==> src/rtl/dmem_responder.sv <==
// Data-memory responder: valid/ready request port, WAIT_CYCLES of latency, one-cycle response pulse.
// Optional address range check is compiled in with `define DMEM_RANGE_CHECK_EN.
module dmem_responder #(
    parameter int ADDR_W      = 8,
    parameter int WAIT_CYCLES = 2
) (
    input  logic        clk,
    input  logic        reset,
    input  logic        req_valid,
    input  logic        req_write,
    input  logic [15:0] req_addr,
    input  logic [15:0] req_wdata,
    output logic        req_ready,
    output logic        rsp_valid,
    output logic [15:0] rsp_rdata,
    output logic        rsp_err,
    output logic        busy
);

    localparam logic [1:0] S_IDLE   = 2'd0;
    localparam logic [1:0] S_WAIT   = 2'd1;
    localparam logic [1:0] S_ACCESS = 2'd2;
    localparam logic [1:0] S_RESP   = 2'd3;
    localparam int         DEPTH    = 1 << ADDR_W;
    localparam logic [3:0] WAIT_LOAD = 4'(WAIT_CYCLES);

    logic [1:0]        state_r;
    logic [1:0]        next_s;
    logic [3:0]        wcnt_r;
    logic              write_r;
    logic [ADDR_W-1:0] addr_r;
    logic [15:0]       wdata_r;
    logic [15:0]       rdata_r;
    logic              ready_r;
    logic              valid_r;
    logic              busy_r;
    logic              accept_s;
    logic              err_s;
    logic [15:0]       mem_r [0:DEPTH-1];

`ifdef DMEM_RANGE_CHECK_EN
    logic err_r;
    logic rsp_err_r;

    function automatic logic addr_out_of_range(input logic [15:0] addr);
        return (addr >> ADDR_W) != 16'd0;
    endfunction

    // Latch the range error with the request and present it only during RESP
    always_ff @(posedge clk or negedge reset) begin
        if (!reset) begin
            err_r     <= 1'b0;
            rsp_err_r <= 1'b0;
        end else begin
            if (accept_s) begin
                err_r <= addr_out_of_range(req_addr);
            end else begin
                err_r <= err_r;
            end
            rsp_err_r <= (state_r == S_ACCESS) ? err_r : 1'b0;
        end
    end

    assign err_s   = err_r;
    assign rsp_err = rsp_err_r;
`else
    // Upper address bits simply alias in this build
    logic unused_addr_s;
    assign unused_addr_s = ^(req_addr >> ADDR_W);
    assign err_s         = 1'b0;
    assign rsp_err       = 1'b0;
`endif

    assign accept_s = req_valid && ready_r;

    // Next-state decode; RESP accepts back-to-back exactly like IDLE
    always_comb begin
        next_s = state_r;
        case (state_r)
            S_IDLE, S_RESP: begin
                if (accept_s) begin
                    next_s = (WAIT_CYCLES > 0) ? S_WAIT : S_ACCESS;
                end else begin
                    next_s = S_IDLE;
                end
            end
            S_WAIT: begin
                if (wcnt_r == 4'd1) begin
                    next_s = S_ACCESS;
                end else begin
                    next_s = S_WAIT;
                end
            end
            S_ACCESS: next_s = S_RESP;
            default:  next_s = S_IDLE;
        endcase
    end

    // FSM, request capture, wait counter and registered handshake outputs
    always_ff @(posedge clk or negedge reset) begin
        if (!reset) begin
            state_r <= S_IDLE;
            ready_r <= 1'b1;
            valid_r <= 1'b0;
            busy_r  <= 1'b0;
            wcnt_r  <= 4'd0;
            write_r <= 1'b0;
            addr_r  <= '0;
            wdata_r <= 16'h0000;
            rdata_r <= 16'h0000;
        end else begin
            state_r <= next_s;
            ready_r <= (next_s == S_IDLE) || (next_s == S_RESP);
            valid_r <= (next_s == S_RESP);
            busy_r  <= (next_s != S_IDLE);
            if (accept_s) begin
                write_r <= req_write;
                addr_r  <= req_addr[ADDR_W-1:0];
                wdata_r <= req_wdata;
                wcnt_r  <= WAIT_LOAD;
            end else if (state_r == S_WAIT) begin
                wcnt_r <= wcnt_r - 4'd1;
            end else begin
                wcnt_r <= wcnt_r;
            end
            if (state_r == S_ACCESS) begin
                rdata_r <= err_s ? 16'h0000 : (write_r ? wdata_r : mem_r[addr_r]);
            end else begin
                rdata_r <= rdata_r;
            end
        end
    end

    // Array write at the ACCESS edge; contents deliberately not reset
    always_ff @(posedge clk) begin
        if ((state_r == S_ACCESS) && write_r && !err_s) begin
            mem_r[addr_r] <= wdata_r;
        end
    end

    assign req_ready = ready_r;
    assign rsp_valid = valid_r;
    assign rsp_rdata = rdata_r;
    assign busy      = busy_r;

endmodule

==> config.mk <==
export PLATFORM = sky130hd
export DESIGN_NAME = dmem_responder
export DESIGN_NICKNAME = d
export VERILOG_FILES = /design/src/rtl/dmem_responder.sv
export SDC_FILE = /design/constraint.sdc
export NUM_CORES = 2
export LEC_CHECK = 0
export CORE_MARGIN = 5
export CORE_UTILIZATION = 40
export CTS_CLUSTER_SIZE = 20
export DETAILED_ROUTE_END_ITERATION = 8
export SLEW_MARGIN = 20
export SYNTH_ARGS = -nofsm -noshare
export SYNTH_HDL_FRONTEND = slang
export SYNTH_SLANG_ARGS = --single-unit
==> constraint.sdc <==
create_clock -name clk -period 4.4 [get_ports clk]
set_input_delay 0.66 -clock clk [delete_from_list [all_inputs] [get_ports clk]]
set_output_delay 0.66 -clock clk [all_outputs]
set_load 0.03 [all_outputs]
After elaboration in Yosys (flattened, before gate mapping)
Memory sizes are Yosys's and may differ from the RTL's. A register that Yosys moved wholly into a read port is not among the register bits.
Index checks and enable logic that the tools add are counted.
{ "totals": {"out_inout_bits": 20, "input_bits": 36, "mem_bits_rw": 4096, "mem_count": 1, "wordCells": 31, "regBits": 34} }
{ "memory_table": {"columns": ["memory", "words", "word_bits", "read_ports", "rd_clocked_by_memory_dff", "write_ports", "line", "source"], "rows": [
  ["mem_r", 256, 16, 1, 1, 1, "39", "logic [15:0] mem_r [0:DEPTH-1];"]
]} }
{ "classes": {"n_mux": 7, "reduce_logical": 9, "add_sub_neg": 1, "eq_ne": 5} }
{ "op_table": {"columns": ["operator", "n"], "rows": [
  ["$mux W4", 2],
  ["$eq A2 B2 Y1 const B", 3],
  ["$pmux W2 S3", 1],
  ["$eq A4 B1 Y1 const B", 1],
  ["$logic_not A2 Y1", 2],
  ["$reduce_bool A2 Y1", 2],
  ["$sub A4 B1 Y4 const B", 1],
  ["$mux W1", 3],
  ["$eq A2 B1 Y1 const B", 1],
  ["$logic_and A1 B1 Y1", 2],
  ["$mux W2", 1],
  ["$reduce_or A2 Y1", 1],
  ["$logic_not A1 Y1", 1],
  ["$logic_or A1 B1 Y1", 1]
]} }

Depth between registers and ports, before layout
{ "depth": {"ltp_word": 5, "depth_mapped": 13, "ltp_nobuf": 9} }

Least setup slack after synthesis
OpenSTA, ideal clock, no wires.
{ "synth_path": {"path_type": "register to register", "startpoint": "reg wdata_r[0]", "endpoint": "mem mem_r[0][0], data pin", "setup_time_ns": 0.806, "required_time_ns": 3.594, "setup_slack_ns": 0.399, "n_path_buf": 0, "synth_period_minus_slack_ns": 4.001, "stages_incl_launch_ff": 1, "arrival_ns": 3.195, "path_cell_list": "dfrtp_1"} }
{ "synth_rtl": {"columns": ["item", "line", "source"], "rows": [
  ["start, declared", "32", "logic [15:0] wdata_r;"],
  ["start signal, assigned", "119", "wdata_r <= req_wdata;"],
  ["end, declared", "39", null]
]} }
No word-level cell before the write port.

==> results.md <==
- Run status: completed
- Slew Limit Headroom: 18.5%
- Clock Skews: 63.8 ps
- Sum of internal, switching and leakage power: roughly 120 mW
- Total via count after detailed routing: between 70000 and 80000
- GRT Residual Overflow: 0
- Clk root buf: sky130_fd_sc_hd__clkbuf_16
- Reg-to-Reg Start: addr_r[1]
- Final Worst Setup Slack: between 100 and 150 ps
- Starting Density: 40.2%
- TritonCTS clock tree: built
- Crit path max fanout: 19
- Worst slack at placement: 297 ps
- Clock latency of the later-clocked register in the worst-skew pair: 980 ps
- Die boundary height: roughly 640 um
- First-pass GRT wire length: 634 mm
- Proportion of synthesized chip area in sequential cells: 78.0%
- Kind of start point of the critical path: flop
- Layout Cells excl Fill: 13400
- Launch instance of the worst min-delay path: req_wdata[10]
- Worst Setup End Kind: flop
- Number of unique standard cell types used by synthesis: 67
- Cell row count: 231
- Nets@finish: between 7000 and 8000
- Number of instances resized during post-cts repair: 0
- Slowest stage cell on the critical path: sky130_fd_sc_hd__dfrtp_4
- Pleak: 58.1 nW
- DRT iter0 DRCs: approximately 11000
- Core occupancy in the finished layout: 46.6%
- Number of instances on the worst hold path: 2
- Total number of yosys warnings: 0
- Area added between synthesis and finish: 16.0%
- Unrepaired setup endpoints after global routing: false
- Crit Path Class: flop to flop
- Worst Max-Slew Pin Slew: ~1200 ps
- Number of max-cap violations: 0
- Final setup vio count: 0
- Floorplan die width: approximately 640 um
- Antenna violations before repair: 23
- EDFF count, synth: 4096
- Drt via density: 5.94
- Most common cell after layout, fill and taps aside: sky130_fd_sc_hd__edfxtp_1
- Final hold viol count: 0
- Number of buffers created by CTS: 414
- Slowest cell delay on critical path: 1060 ps
- Post-Route WL: 454 mm
- Register-to-register setup slack: 110 ps
- CTS H-Tree Depth: 5
- Via count of the first global-routing pass: 79800
- Net count after synthesis: 7143
- Peak supply drop: 0.443 mV
- Post-DR wirelength/cell: approximately 34 um
- Buffers on Ports: 46
- Die area: ~410000 um^2
- Post-CTS Setup Repair Bufs: 0
- Top-Level Pins: 56
- Hold EP: wdata_r[10]
- Data required time of the worst path: 5310 ps
- Arrival time of data at the critical path endpoint: just over 5000 ps
- Synth async-reset ratio: 1.21%
- Overall Global Routing Usage: around 22%
- GPL Wtd Cong: about 0.90
- DRC viols: 0
- Avg Inst Size Synth: roughly 22 um^2
- Number of optimization iterations in the first detailed-route pass: 5
- Power density relative to cell area: roughly 630 nW/um^2
- Synth Instances: between 7000 and 8000
- Detailed placer's ending HPWL: roughly 280 mm
- Clock slew at reported path FFs: approximately 60 ps
- Max Clk Rate: 0.233 GHz
- Endpoint of the most critical register-to-register path: rsp_rdata[6]
- Number of synthesized register bits: 4146
- Fraction of final layout cells sized beyond drive strength 1: a little under a third
- Period utilization: 97.4%
- Cell type with the highest occurrence count on the critical path: sky130_fd_sc_hd__a21oi_1
- Number of placed instances with taps included: between 10000 and 15000
- FF-to-FF path depth: 8
- Post-synthesis cell area: 159000 um^2
- Cell-by-cell listing of the critical path: buf_4 > mux4_2 > mux2i_1 > a22oi_1 > a21oi_1 > a21oi_1 > o32ai_1 > a21oi_1
- Type of the tightest min-delay check: input pin to flop
- Largest net degree at the start of global routing: 163
- Total negative slack: 0 ps
- Total number of clock tree sinks: 4146
- Top FF cell, synth: sky130_fd_sc_hd__edfxtp_1
- Max-slew violation count: 0
- Residual antenna-violating net count after detailed routing: 0
- Placeable Area: 397000 um^2
- Final critical-path required period: 4290 ps
- Highest-count cells in the layout ignoring fill and taps: sky130_fd_sc_hd__edfxtp_1, sky130_fd_sc_hd__mux4_2, sky130_fd_sc_hd__buf_4
- Clock Tree Buf Depth: 4
==> routing by layer <==
metal | track usage (%) | vias up | wire length [um]
met5 | 0 | - | 45
met4 | 7.48 | 6 | 18000
met3 | 4.82 | 681 | 45800
met2 | 34.5 | 4295 | 215000
met1 | 30.1 | 43100 | 175000
li1 | - | 31700 | -
==> synthesized netlist by cell type, types with 5 or more instances <==
master / count / share of area, %
sky130_fd_sc_hd__a221oi_1: 19 / 0.10
sky130_fd_sc_hd__mux2i_1: 282 / 1.8
sky130_fd_sc_hd__clkbuf_1: 163 / 0.38
sky130_fd_sc_hd__buf_2: 137 / 0.43
sky130_fd_sc_hd__nand3_1: 53 / 0.17
sky130_fd_sc_hd__buf_4: 82 / 0.39
sky130_fd_sc_hd__a2111oi_0: 14 / 0.077
sky130_fd_sc_hd__buf_6: 21 / 0.15
sky130_fd_sc_hd__and3_1: 8 / 0.031
sky130_fd_sc_hd__o21ai_0: 63 / 0.20
sky130_fd_sc_hd__a221o_1: 9 / 0.057
sky130_fd_sc_hd__a22oi_1: 121 / 0.57
sky130_fd_sc_hd__dfrtp_1: 49 / 0.77
sky130_fd_sc_hd__ha_1: 5 / 0.039
sky130_fd_sc_hd__o22a_1: 16 / 0.088
sky130_fd_sc_hd__buf_1: 22 / 0.052
sky130_fd_sc_hd__nor4_1: 10 / 0.039
sky130_fd_sc_hd__nor2b_1: 31 / 0.12
sky130_fd_sc_hd__o221ai_1: 21 / 0.12
sky130_fd_sc_hd__inv_1: 13 / 0.031
sky130_fd_sc_hd__edfxtp_1: 4096 / 77
sky130_fd_sc_hd__a211oi_1: 44 / 0.21
sky130_fd_sc_hd__nand2_1: 126 / 0.30
sky130_fd_sc_hd__nand2b_1: 14 / 0.055
sky130_fd_sc_hd__a311oi_1: 7 / 0.038
sky130_fd_sc_hd__mux4_2: 1009 / 14
sky130_fd_sc_hd__a22o_1: 8 / 0.044
sky130_fd_sc_hd__mux2_2: 47 / 0.33
sky130_fd_sc_hd__o22ai_1: 108 / 0.42
sky130_fd_sc_hd__o211ai_1: 11 / 0.052
sky130_fd_sc_hd__a31oi_1: 10 / 0.039
sky130_fd_sc_hd__nor2_1: 262 / 0.62
sky130_fd_sc_hd__a21oi_1: 55 / 0.17
sky130_fd_sc_hd__or3_1: 14 / 0.055
sky130_fd_sc_hd__nand4_1: 10 / 0.039
sky130_fd_sc_hd__nor3_1: 65 / 0.20
sky130_fd_sc_hd__and2_1: 15 / 0.059
==> area by class of cell <==
class / count / area, um^2
antenna: 9 / 22.5
multi-input combinational: 2517 / 33400
inverter: 13 / 56.3
sequential: 4146 / 124000
clock inverter: 253 / 2420
fill: 32400 / 212000
clock buffer: 514 / 11000
tap: 5242 / 6560
timing repair buffer: 753 / 7050
==> metrics by stage <==
stage	hold WS [ps]	cell area, um^2
after floorplan	364	159000
after global placement	539	171000
after detailed placement	560	171000
after CTS	283	185000
after global routing	312	185000
final	335	185000
==> worst max-delay path, delay by kind of cell (launching register included) <==
family                 cells  cell delay (ps)
buffers and inverters      1              490
DFF                        1             1060
muxes                      2              380
AOI/OAI and AO/OA          5             2200
==> state kept, by name (all words and copies together) (netlist names) <==
name and count:
mem_r 4096, state_r 2, addr_r 8, wcnt_r 4
write_r 1, rsp_valid 1, busy 1, rsp_rdata 16
req_ready 1, wdata_r 16
==> timing repair <==
action,4_1_cts,5_1_grt
setup endpoints to repair,0,0
hold endpoints to repair,49,0
hold buffers,1,0
==> power breakdown <==
part	switching, mW	internal (mW)	leakage (nW)	total, mW
clock network	14.9	20.1	6.57	35.0
logic	20.0	11.5	14.2	31.4
registers	1.95	48.2	37.3	50.1
total	36.9	79.8	58.1	117
==> cell families (layout without fill, tap and decap cells) <==
kind of cell,count (synthesis),in the layout,share of synthesized area (%)
compound gates,542,542,2.39
xor+xnor,3,3,0.0165
fa+ha+maj,5,5,0.0393
buf+inv,439,1533,1.44
flops,4146,4146,78.0
mux,1338,1338,16.4
other cells,1,10,0.00235
simple gates,628,628,1.79
==> worst max path at each step <==
stage | startpoint | to | slack, ps | cells past startpoint
5_1_grt | addr_r[1] | rsp_rdata[6] | 100 | 8
4_1_cts | addr_r[0] | rsp_rdata[12] | 290 | 8
3_3_place_gp | addr_r[1] | rsp_rdata[14] | 290 | 11
3_5_place_dp | addr_r[1] | rsp_rdata[12] | 300 | 7
2_1_floorplan | wdata_r[0] | mem_r[0][0] | 400 | 0
6_report | addr_r[1] | rsp_rdata[6] | 110 | 8
(Power assumes the default switching activity.)
